[src/rtl/alu_unit_if.sv]
// alu_unit_if: operand/opcode/handshake bundle between the controller and alu_unit
interface alu_unit_if;
   logic [15:0] busb;
   logic [2:0]  alu_op;
   logic        start;
   logic [15:0] ac;
   logic        z;
   logic        busy;
   logic        done;
   modport master (output busb, alu_op, start, input ac, z, busy, done);
   modport slave  (input busb, alu_op, start, output ac, z, busy, done);
endinterface

[src/rtl/alu_unit.sv]
// alu_unit: 16-bit accumulator ALU; serial shift-add multiplier enabled by ALU_UNIT_MUL_EN
module alu_unit (
   input  logic      i_clk,
   input  logic      i_rst_n,
   alu_unit_if.slave bus
);
   localparam logic [2:0] OP_PASS = 3'd1;
   localparam logic [2:0] OP_ADD  = 3'd2;
   localparam logic [2:0] OP_SUB  = 3'd3;
   localparam logic [2:0] OP_INC  = 3'd4;
   localparam logic [2:0] OP_CLR  = 3'd5;
   localparam logic [2:0] OP_SHL  = 3'd7;
   logic [15:0] r_ac;
   logic        r_z;
   logic        r_done;
   logic [15:0] w_ac;
   logic        w_we;
   logic        w_launch;
   logic        w_last;
   logic        w_mul_op;
   logic [15:0] w_prod;
`ifdef ALU_UNIT_MUL_EN
   localparam logic [2:0] OP_MUL = 3'd6;
   localparam logic [0:0] S_IDLE = 1'b0;
   localparam logic [0:0] S_MUL  = 1'b1;
   logic [0:0]  r_state;
   logic [15:0] r_mcand;
   logic [15:0] r_mplier;
   logic [15:0] r_prod;
   logic [3:0]  r_cnt;
   assign w_launch = bus.start && (r_state == S_IDLE);
   assign w_mul_op = (bus.alu_op == OP_MUL);
   assign w_last   = (r_state == S_MUL) && (r_cnt == 4'd15);
   assign w_prod   = r_prod + (r_mplier[0] ? r_mcand : 16'h0000);
   assign bus.busy = (r_state == S_MUL);
   // multiplier sequencer: latch operands at launch, then one multiplier bit per cycle LSB-first
   always_ff @(posedge i_clk or negedge i_rst_n)
      if (!i_rst_n) begin
         r_state  <= S_IDLE;
         r_mcand  <= '0;
         r_mplier <= '0;
         r_prod   <= '0;
         r_cnt    <= '0;
      end else if (r_state == S_IDLE) begin
         if (w_launch && w_mul_op) begin
            r_state  <= S_MUL;
            r_mcand  <= r_ac;
            r_mplier <= bus.busb;
            r_prod   <= '0;
            r_cnt    <= '0;
         end
      end else begin
         r_prod   <= w_prod;
         r_mcand  <= {r_mcand[14:0], 1'b0};
         r_mplier <= {1'b0, r_mplier[15:1]};
         r_cnt    <= r_cnt + 4'd1;
         if (w_last) r_state <= S_IDLE;
      end
`else
   assign w_launch = bus.start;
   assign w_mul_op = 1'b0;
   assign w_last   = 1'b0;
   assign w_prod   = '0;
   assign bus.busy = 1'b0;
`endif
   // next accumulator value; opcodes without an AC write (NOP, and MUL at launch) leave w_we low
   always_comb begin
      w_ac = r_ac;
      w_we = 1'b0;
      if (w_last) begin
         w_ac = w_prod;
         w_we = 1'b1;
      end else if (w_launch) begin
         w_we = 1'b1;
         case (bus.alu_op)
            OP_PASS: w_ac = bus.busb;
            OP_ADD:  w_ac = r_ac + bus.busb;
            OP_SUB:  w_ac = r_ac - bus.busb;
            OP_INC:  w_ac = r_ac + 16'd1;
            OP_CLR:  w_ac = '0;
            OP_SHL:  w_ac = {r_ac[14:0], 1'b0};
            default: w_we = 1'b0;
         endcase
      end
   end
   // accumulator, zero flag and completion pulse
   always_ff @(posedge i_clk or negedge i_rst_n)
      if (!i_rst_n) begin
         r_ac   <= '0;
         r_z    <= 1'b1;
         r_done <= 1'b0;
      end else begin
         if (w_we) begin
            r_ac <= w_ac;
            r_z  <= (w_ac == 16'h0000);
         end
         r_done <= w_last || (w_launch && !w_mul_op);
      end
   assign bus.ac   = r_ac;
   assign bus.z    = r_z;
   assign bus.done = r_done;
endmodule
[src/flat_wrapper.sv]
// flat-port wrapper written by rule: the top's interface ports become plain ports
module alu_unit_flat 
  (i_clk, i_rst_n, bus_busb, bus_alu_op, bus_start, bus_ac, bus_z, bus_busy, bus_done);
  alu_unit_if bus_i ();
  input  logic i_clk;
  input  logic i_rst_n;
  input wire logic [$bits(bus_i.busb)-1:0] bus_busb;
  input wire logic [$bits(bus_i.alu_op)-1:0] bus_alu_op;
  input wire logic [$bits(bus_i.start)-1:0] bus_start;
  output wire logic [$bits(bus_i.ac)-1:0] bus_ac;
  output wire logic [$bits(bus_i.z)-1:0] bus_z;
  output wire logic [$bits(bus_i.busy)-1:0] bus_busy;
  output wire logic [$bits(bus_i.done)-1:0] bus_done;
  assign bus_i.busb = bus_busb;
  assign bus_i.alu_op = bus_alu_op;
  assign bus_i.start = bus_start;
  assign bus_ac = bus_i.ac;
  assign bus_z = bus_i.z;
  assign bus_busy = bus_i.busy;
  assign bus_done = bus_i.done;
  alu_unit u_core (.i_clk(i_clk), .i_rst_n(i_rst_n), .bus(bus_i));
endmodule
[config.mk]
export PLATFORM = sky130hd
export DESIGN_NAME = alu_unit_flat
export DESIGN_NICKNAME = d
export VERILOG_FILES = /design/src/rtl/alu_unit_if.sv /design/src/rtl/alu_unit.sv /design/src/flat_wrapper.sv
export SDC_FILE = /design/constraint.sdc
export NUM_CORES = 1
export LEC_CHECK = 0
export BUFFER_PORTS_ARGS = -buffer_cell sky130_fd_sc_hd__buf_2
export CORE_ASPECT_RATIO = 0.7
export CORE_MARGIN = 3
export CORE_UTILIZATION = 50
export DETAILED_ROUTE_END_ITERATION = 8
export GPL_TIMING_DRIVEN = 0
export PLACE_DENSITY = 0.78
export SYNTH_ARGS = -nofsm -noshare
export SYNTH_HDL_FRONTEND = slang
export SYNTH_SLANG_ARGS = --single-unit
[constraint.sdc]
create_clock -name i_clk -period 3.4 [get_ports i_clk]
set_clock_uncertainty 0.1 [all_clocks]
set_input_delay 0.34 -clock i_clk [delete_from_list [all_inputs] [get_ports i_clk]]
set_output_delay 0.34 -clock i_clk [all_outputs]
set_load 0.01 [all_outputs]
=== Word level (Yosys, flattened, before mapping) ===
Cells that the tools add are included.

* Bitwise logic cells: 0
* Multipliers: 0
* Muxes and demuxes: 4
* Magnitude comparators: 0
* Shift operators: 0
* Equality and inequality tests: 6
* Add/sub/neg operators: 3
* Reductions and logical operators: 2
* Div/mod/pow operators: 0

{| class="wikitable"
|+ Operators by type and width
! operator !! number
|-
| $pmux W16 S6 || 1
|-
| $add A16 B1 Y16 const B || 1
|-
| $add A16 B16 Y16 || 1
|-
| $logic_not A16 Y1 || 1
|-
| $mux W16 || 1
|-
| $sub A16 B16 Y16 || 1
|-
| $eq A3 B3 Y1 const B || 3
|-
| $eq A3 B2 Y1 const B || 2
|-
| $reduce_or A6 Y1 || 1
|-
| $eq A3 B1 Y1 const B || 1
|-
| $mux W1 || 2
|}

* Memories: 0
* Output and inout bits: 19
* Bits in registers: 18
* ROM bits: 0
* Latch bits: 0
* Bits in writable memories: 0
* Word-level logic and storage cells: 18

=== Logic depth before layout (Yosys ltp) ===
* Word-level depth: 4
* Mapped depth: 18
* Gate-level depth less buffers: 16

=== Worst setup path before layout ===
OpenSTA, ideal clock, no wires.

* Path type: input port to flip-flop
* Start point: input port bus_alu_op[1]
* End point: register u_core.r_z (netlist: u_core.bus.z)
* Data arrival time: 3.535 ns
* Data required time: 3.237 ns
* Stages: 15
* Slack: -0.297 ns
* Library setup time: 0.063 ns
* Cell sequence: buf_4 -> clkbuf_1 -> inv_1 -> nor3_1 -> a22o_1 -> inv_1 -> fa_1 -> inv_1 -> a221o_1 -> a21oi_2 -> or4b_1 -> nor4_2 -> o2111ai_1 -> nor4_1 -> a32o_1

* Word-level cells in the longest chain between the ends: 4

{| class="wikitable"
|+ RTL lines
! element !! RTL line !! text
|-
| from (decl) || flat_wrapper.sv:8 || <nowiki>input wire logic [$bits(bus_i.alu_op)-1:0] bus_alu_op;</nowiki>
|-
| $eq A3 B3 Y1, or another cell as far along || alu_unit.sv:75 || <nowiki>case (bus.alu_op)</nowiki>
|-
| $pmux W16 S6 or $reduce_or A6 Y1 (tied branches) || -- ||
|-
| $mux W16 or $mux W1 (tied branches) || alu_unit.sv:73, alu_unit.sv:75 ||
|-
| $logic_not A16 Y1 or $mux W1 (tied branches) || alu_unit.sv:95, alu_unit.sv:73 ||
|-
| to (signal assigned) || alu_unit.sv:95 || <nowiki>r_z <= (w_ac == 16'h0000);</nowiki>
|-
| to (decl) || alu_unit.sv:14 || <nowiki>logic r_z;</nowiki>
|}

Several ways; a longest one is shown, not always the timed one.
A chain may end at the register's enable or synchronous reset.

=== Final worst setup path ===
* Start point: input port bus_alu_op[2]
* End point: register u_core.r_z (netlist: u_core.bus.z)

Same word-level chain as after synthesis.

==> impl_metrics.env <==
export IMPL_cp_startpoint="bus_alu_op[2]"
export IMPL_synth_main_ff_cell="dfrtp_1"
export IMPL_critPathTopFamily="simple AND/OR/NAND/NOR gates"
export IMPL_synth_nets=375
export IMPL_finalWirelength_mm=9.31
export IMPL_hp_class="in2reg"
export IMPL_hold_viol=0
export IMPL_reg2reg_depth=11
export IMPL_ys_ff_latch=18
export IMPL_end_kind="flip-flop"
export IMPL_gp_congestion=0.953
export IMPL_cp_depth=15
export IMPL_criticalPathCategory="in2reg"
export IMPL_synth_top_family_by_area="compound AO/OA/AOI/OAI gates"
export IMPL_fmax_mhz=292
export IMPL_power_switching_mw=0.867
export IMPL_syn_avg_cell_area_um2=7.26
export IMPL_setup_ws_ns=-0.0210
export IMPL_internal_power_mw=0.919
export IMPL_grt_remaining_overflow=0
export IMPL_synth_common_cells="nor2_1 (49), o21ai_0 (27), a21oi_1 (21), nand2_1 (21)"
export IMPL_post_route_util_pct=75.8
export IMPL_syn_inst=334
export IMPL_muxShareOfSynthArea_pct=2.17
export IMPL_p_seq_share_pct=21.0
export IMPL_num_rows=20
export IMPL_drv_cap=0
export IMPL_synth_edf_count=0
export IMPL_place_ws_ns=-0.650
export IMPL_pwr_share_comb_pct=69.1
export IMPL_core_area_um2=4500
export IMPL_crit_slowest_cell="or3_1"
export IMPL_insertion_delay_ns=0.26
export IMPL_final_area_um2=3410
export IMPL_cp_max_fo=10
export IMPL_violations="setup timing"
export IMPL_ys_warn_count=0
export IMPL_port_buffers=36
export IMPL_slowest_delay_ns=0.36
export IMPL_cts_tree="yes"
export IMPL_min_period_ns=3.42
export IMPL_p_leak_nw=1.48
export IMPL_tightest_slew_ns=0.701
export IMPL_synth_xor_area_share_pct=7.23
export IMPL_antenna_found_initial=0
export IMPL_min_path_cells=1
export IMPL_diodes=0
export IMPL_synth_most_common_cell="nor2_1"
export IMPL_cts_buffers=3
export IMPL_drive_gt1_share_pct=34.7
export IMPL_die_y_um=64.3
export IMPL_drt_pass1_iterations=5
export IMPL_worstPathRequired_ns=3.50
export IMPL_synth_area_um2=2420
export IMPL_syn2layout_area_growth_pct=40.8
export IMPL_drt_iter0_drc=371
export IMPL_grt_pass1_wl_mm=13.3
export IMPL_swShare_pct=48.6
export IMPL_p_total_mw=1.79
export IMPL_final_nets=443
export IMPL_yosysSeqAreaShare_pct=18.6
export IMPL_async_reset_ff_share_pct=100
export IMPL_min_from="bus_start"
export IMPL_pwr_share_clk_pct=9.9
export IMPL_slew_viol_final=0
export IMPL_cts_root_buf="clkbuf_8"
export IMPL_dp_hpwl_mm=6.28
export IMPL_viasPerCell=6.58
export IMPL_routed_via_count=2999
export IMPL_rrSetupSlack_ns=0.18
export IMPL_slew_headroom_pct=53.0
export IMPL_status="finished, violations left"
export IMPL_grt_max_degree=19
export IMPL_post_drt_wl_per_cell_um=20.4
export IMPL_initial_core_util_pct=53.8
export IMPL_track_usage_pct=29.9
export IMPL_vdd_ir_drop_max_v=0.000321
export IMPL_dieArea_um2=5730
export IMPL_timing_rr_start="u_core.bus.ac[0]"
export IMPL_die_x_um=89.2
export IMPL_worstPathBufferInverterCount=2
export IMPL_placed_area_um2=2720
export IMPL_ant_nets=0
export IMPL_yosysTopAreaCell="dfrtp_1"
export IMPL_yosysUniqueCellTypes=62
export IMPL_synth_adder_area_share_pct=10.1
export IMPL_grt_pass1_vias=2549
export IMPL_synth_simple_area_share_pct=25.6
export IMPL_yosysTopAreaCellShare_pct=17.6
export IMPL_power_density_nw_per_um2=523
export IMPL_cts_max_level=1
export IMPL_crit_top_cell="a21oi_4"
export IMPL_clkSinkCount=18
export IMPL_fin_crit_sh_pct=101
export IMPL_crit_path_start_kind="input pin"
export IMPL_worstPathArrival_ns=3.52
export IMPL_cts_buffer_depth=2
export IMPL_clk_pin_slew_worst_paths_ns=0.07
export IMPL_synth_compound_area_share_pct=29.6
export IMPL_setup_viol=1
export IMPL_pin_count=41
export IMPL_ys_top_cells_by_area="dfrtp_1 (18%), ha_1 (9.3%), nor2_1 (7.6%), o21ai_0 (5.6%), xnor2_1 (5.1%)"
export IMPL_rsz0062_at_grt="true"
export IMPL_drc=0
export IMPL_path_cells="buf_12 -> and2b_2 -> nand2_1 -> buf_6 -> or3_4 -> a21oi_4 -> ha_4 -> nor2b_4 -> o31ai_4 -> a21oi_4 -> or3_1 -> a31oi_1 -> o22ai_1 -> nor4_2 -> a32o_1"
-- metrics by stage --
step                      TNS (ns)  hold WS [ns]  instances
after floorplan                  0       -0.0556        334
after global placement       -1.58         0.188        425
after detailed placement     -1.54         0.191        425
after CTS                  -0.0979         0.194        445
after global routing        -0.261         0.196        456
final                      -0.0210         0.201        456
-- path summary, 6_finish.rpt --
check	end
min in group asynchronous	u_core.bus.ac[8]
setup / recovery	u_core.bus.z
max in group asynchronous	u_core.bus.z
hold reg to reg	u_core.bus.z
hold / removal	u_core.bus.done
setup reg to reg	u_core.bus.z
-- registers in the layout, indices dropped and copies added (netlist names) --
name,flops
u_core.bus.done,1
u_core.bus.z,1
u_core.bus.ac,16
-- power groups by stage --
stage	combinational [mW]	sequential [mW]	clock (mW)
floorplan	0.635	0.367	0
global placement	0.908	0.363	0
detailed placement	0.911	0.362	0
CTS	0.970	0.359	0.180
global route	1.32	0.383	0.186
finish	1.23	0.375	0.177
-- per-layer routing --
metal	global-route usage [%]	share of wire (%)	up-vias
li1	-	-	1346
met5	0	0	-
met2	41.5	41	211
met4	2.42	0.77	0
met3	7.99	14	15
met1	47.1	44	1427
-- cell usage in the layout (no fill, tap or decap), drive strengths merged, types with 3 or more instances in the layout --
cell type   n
o22ai       4
a22o        5
a31oi       8
ha         18
or3         6
a211o       3
nor2b       4
nor4        4
nand2b      4
nor3        9
o21ai      31
a21o        6
inv        19
nand2      21
xnor2      14
and2        4
nand3      13
o211ai      3
nor2       49
dfrtp      17
o31ai       5
a21oi      22
mux2i       3
buf        71
xor2        6
clkbuf     12
a22oi       3
-- timing repair --
item	4_1_cts	5_1_grt
buffers inserted	16	13
hold buffers	1	0
gates resized for setup	33	55
pin swaps	14	39
hold endpoints to repair	17	0
endpoints found under the setup margin	3	3
-- cells by family (layout without fill, tap and decap cells) --
| family | after synthesis | in the layout |
|---|---|---|
| simple gates | 126 | 126 |
| compound gates | 109 | 109 |
| buf+inv | 36 | 103 |
| xor+xnor | 20 | 20 |
| fa+ha+maj | 19 | 19 |
| flops | 18 | 18 |
| mux | 5 | 5 |
| other cells | 1 | 1 |
-- worst register-to-register path, delay by kind of cell (launching register included) --
kind            cells  cell delay (ns)
compound gates      4             0.86
fa+ha+maj           2             0.78
buf+inv             2             0.12
flops               1             0.45
simple gates        3             0.86
-- final cells by class --
cell class / count / area (µm²)
Multi-Input combinational cell: 280 / 2190
Timing Repair Buffer: 65 / 415
Buffer: 15 / 156
Tap cell: 55 / 68.8
Fill cell: 308 / 1090
Sequential cell: 18 / 452
Clock buffer: 4 / 55.1
Inverter: 19 / 78.8
Power figures use the tool's default switching activity.
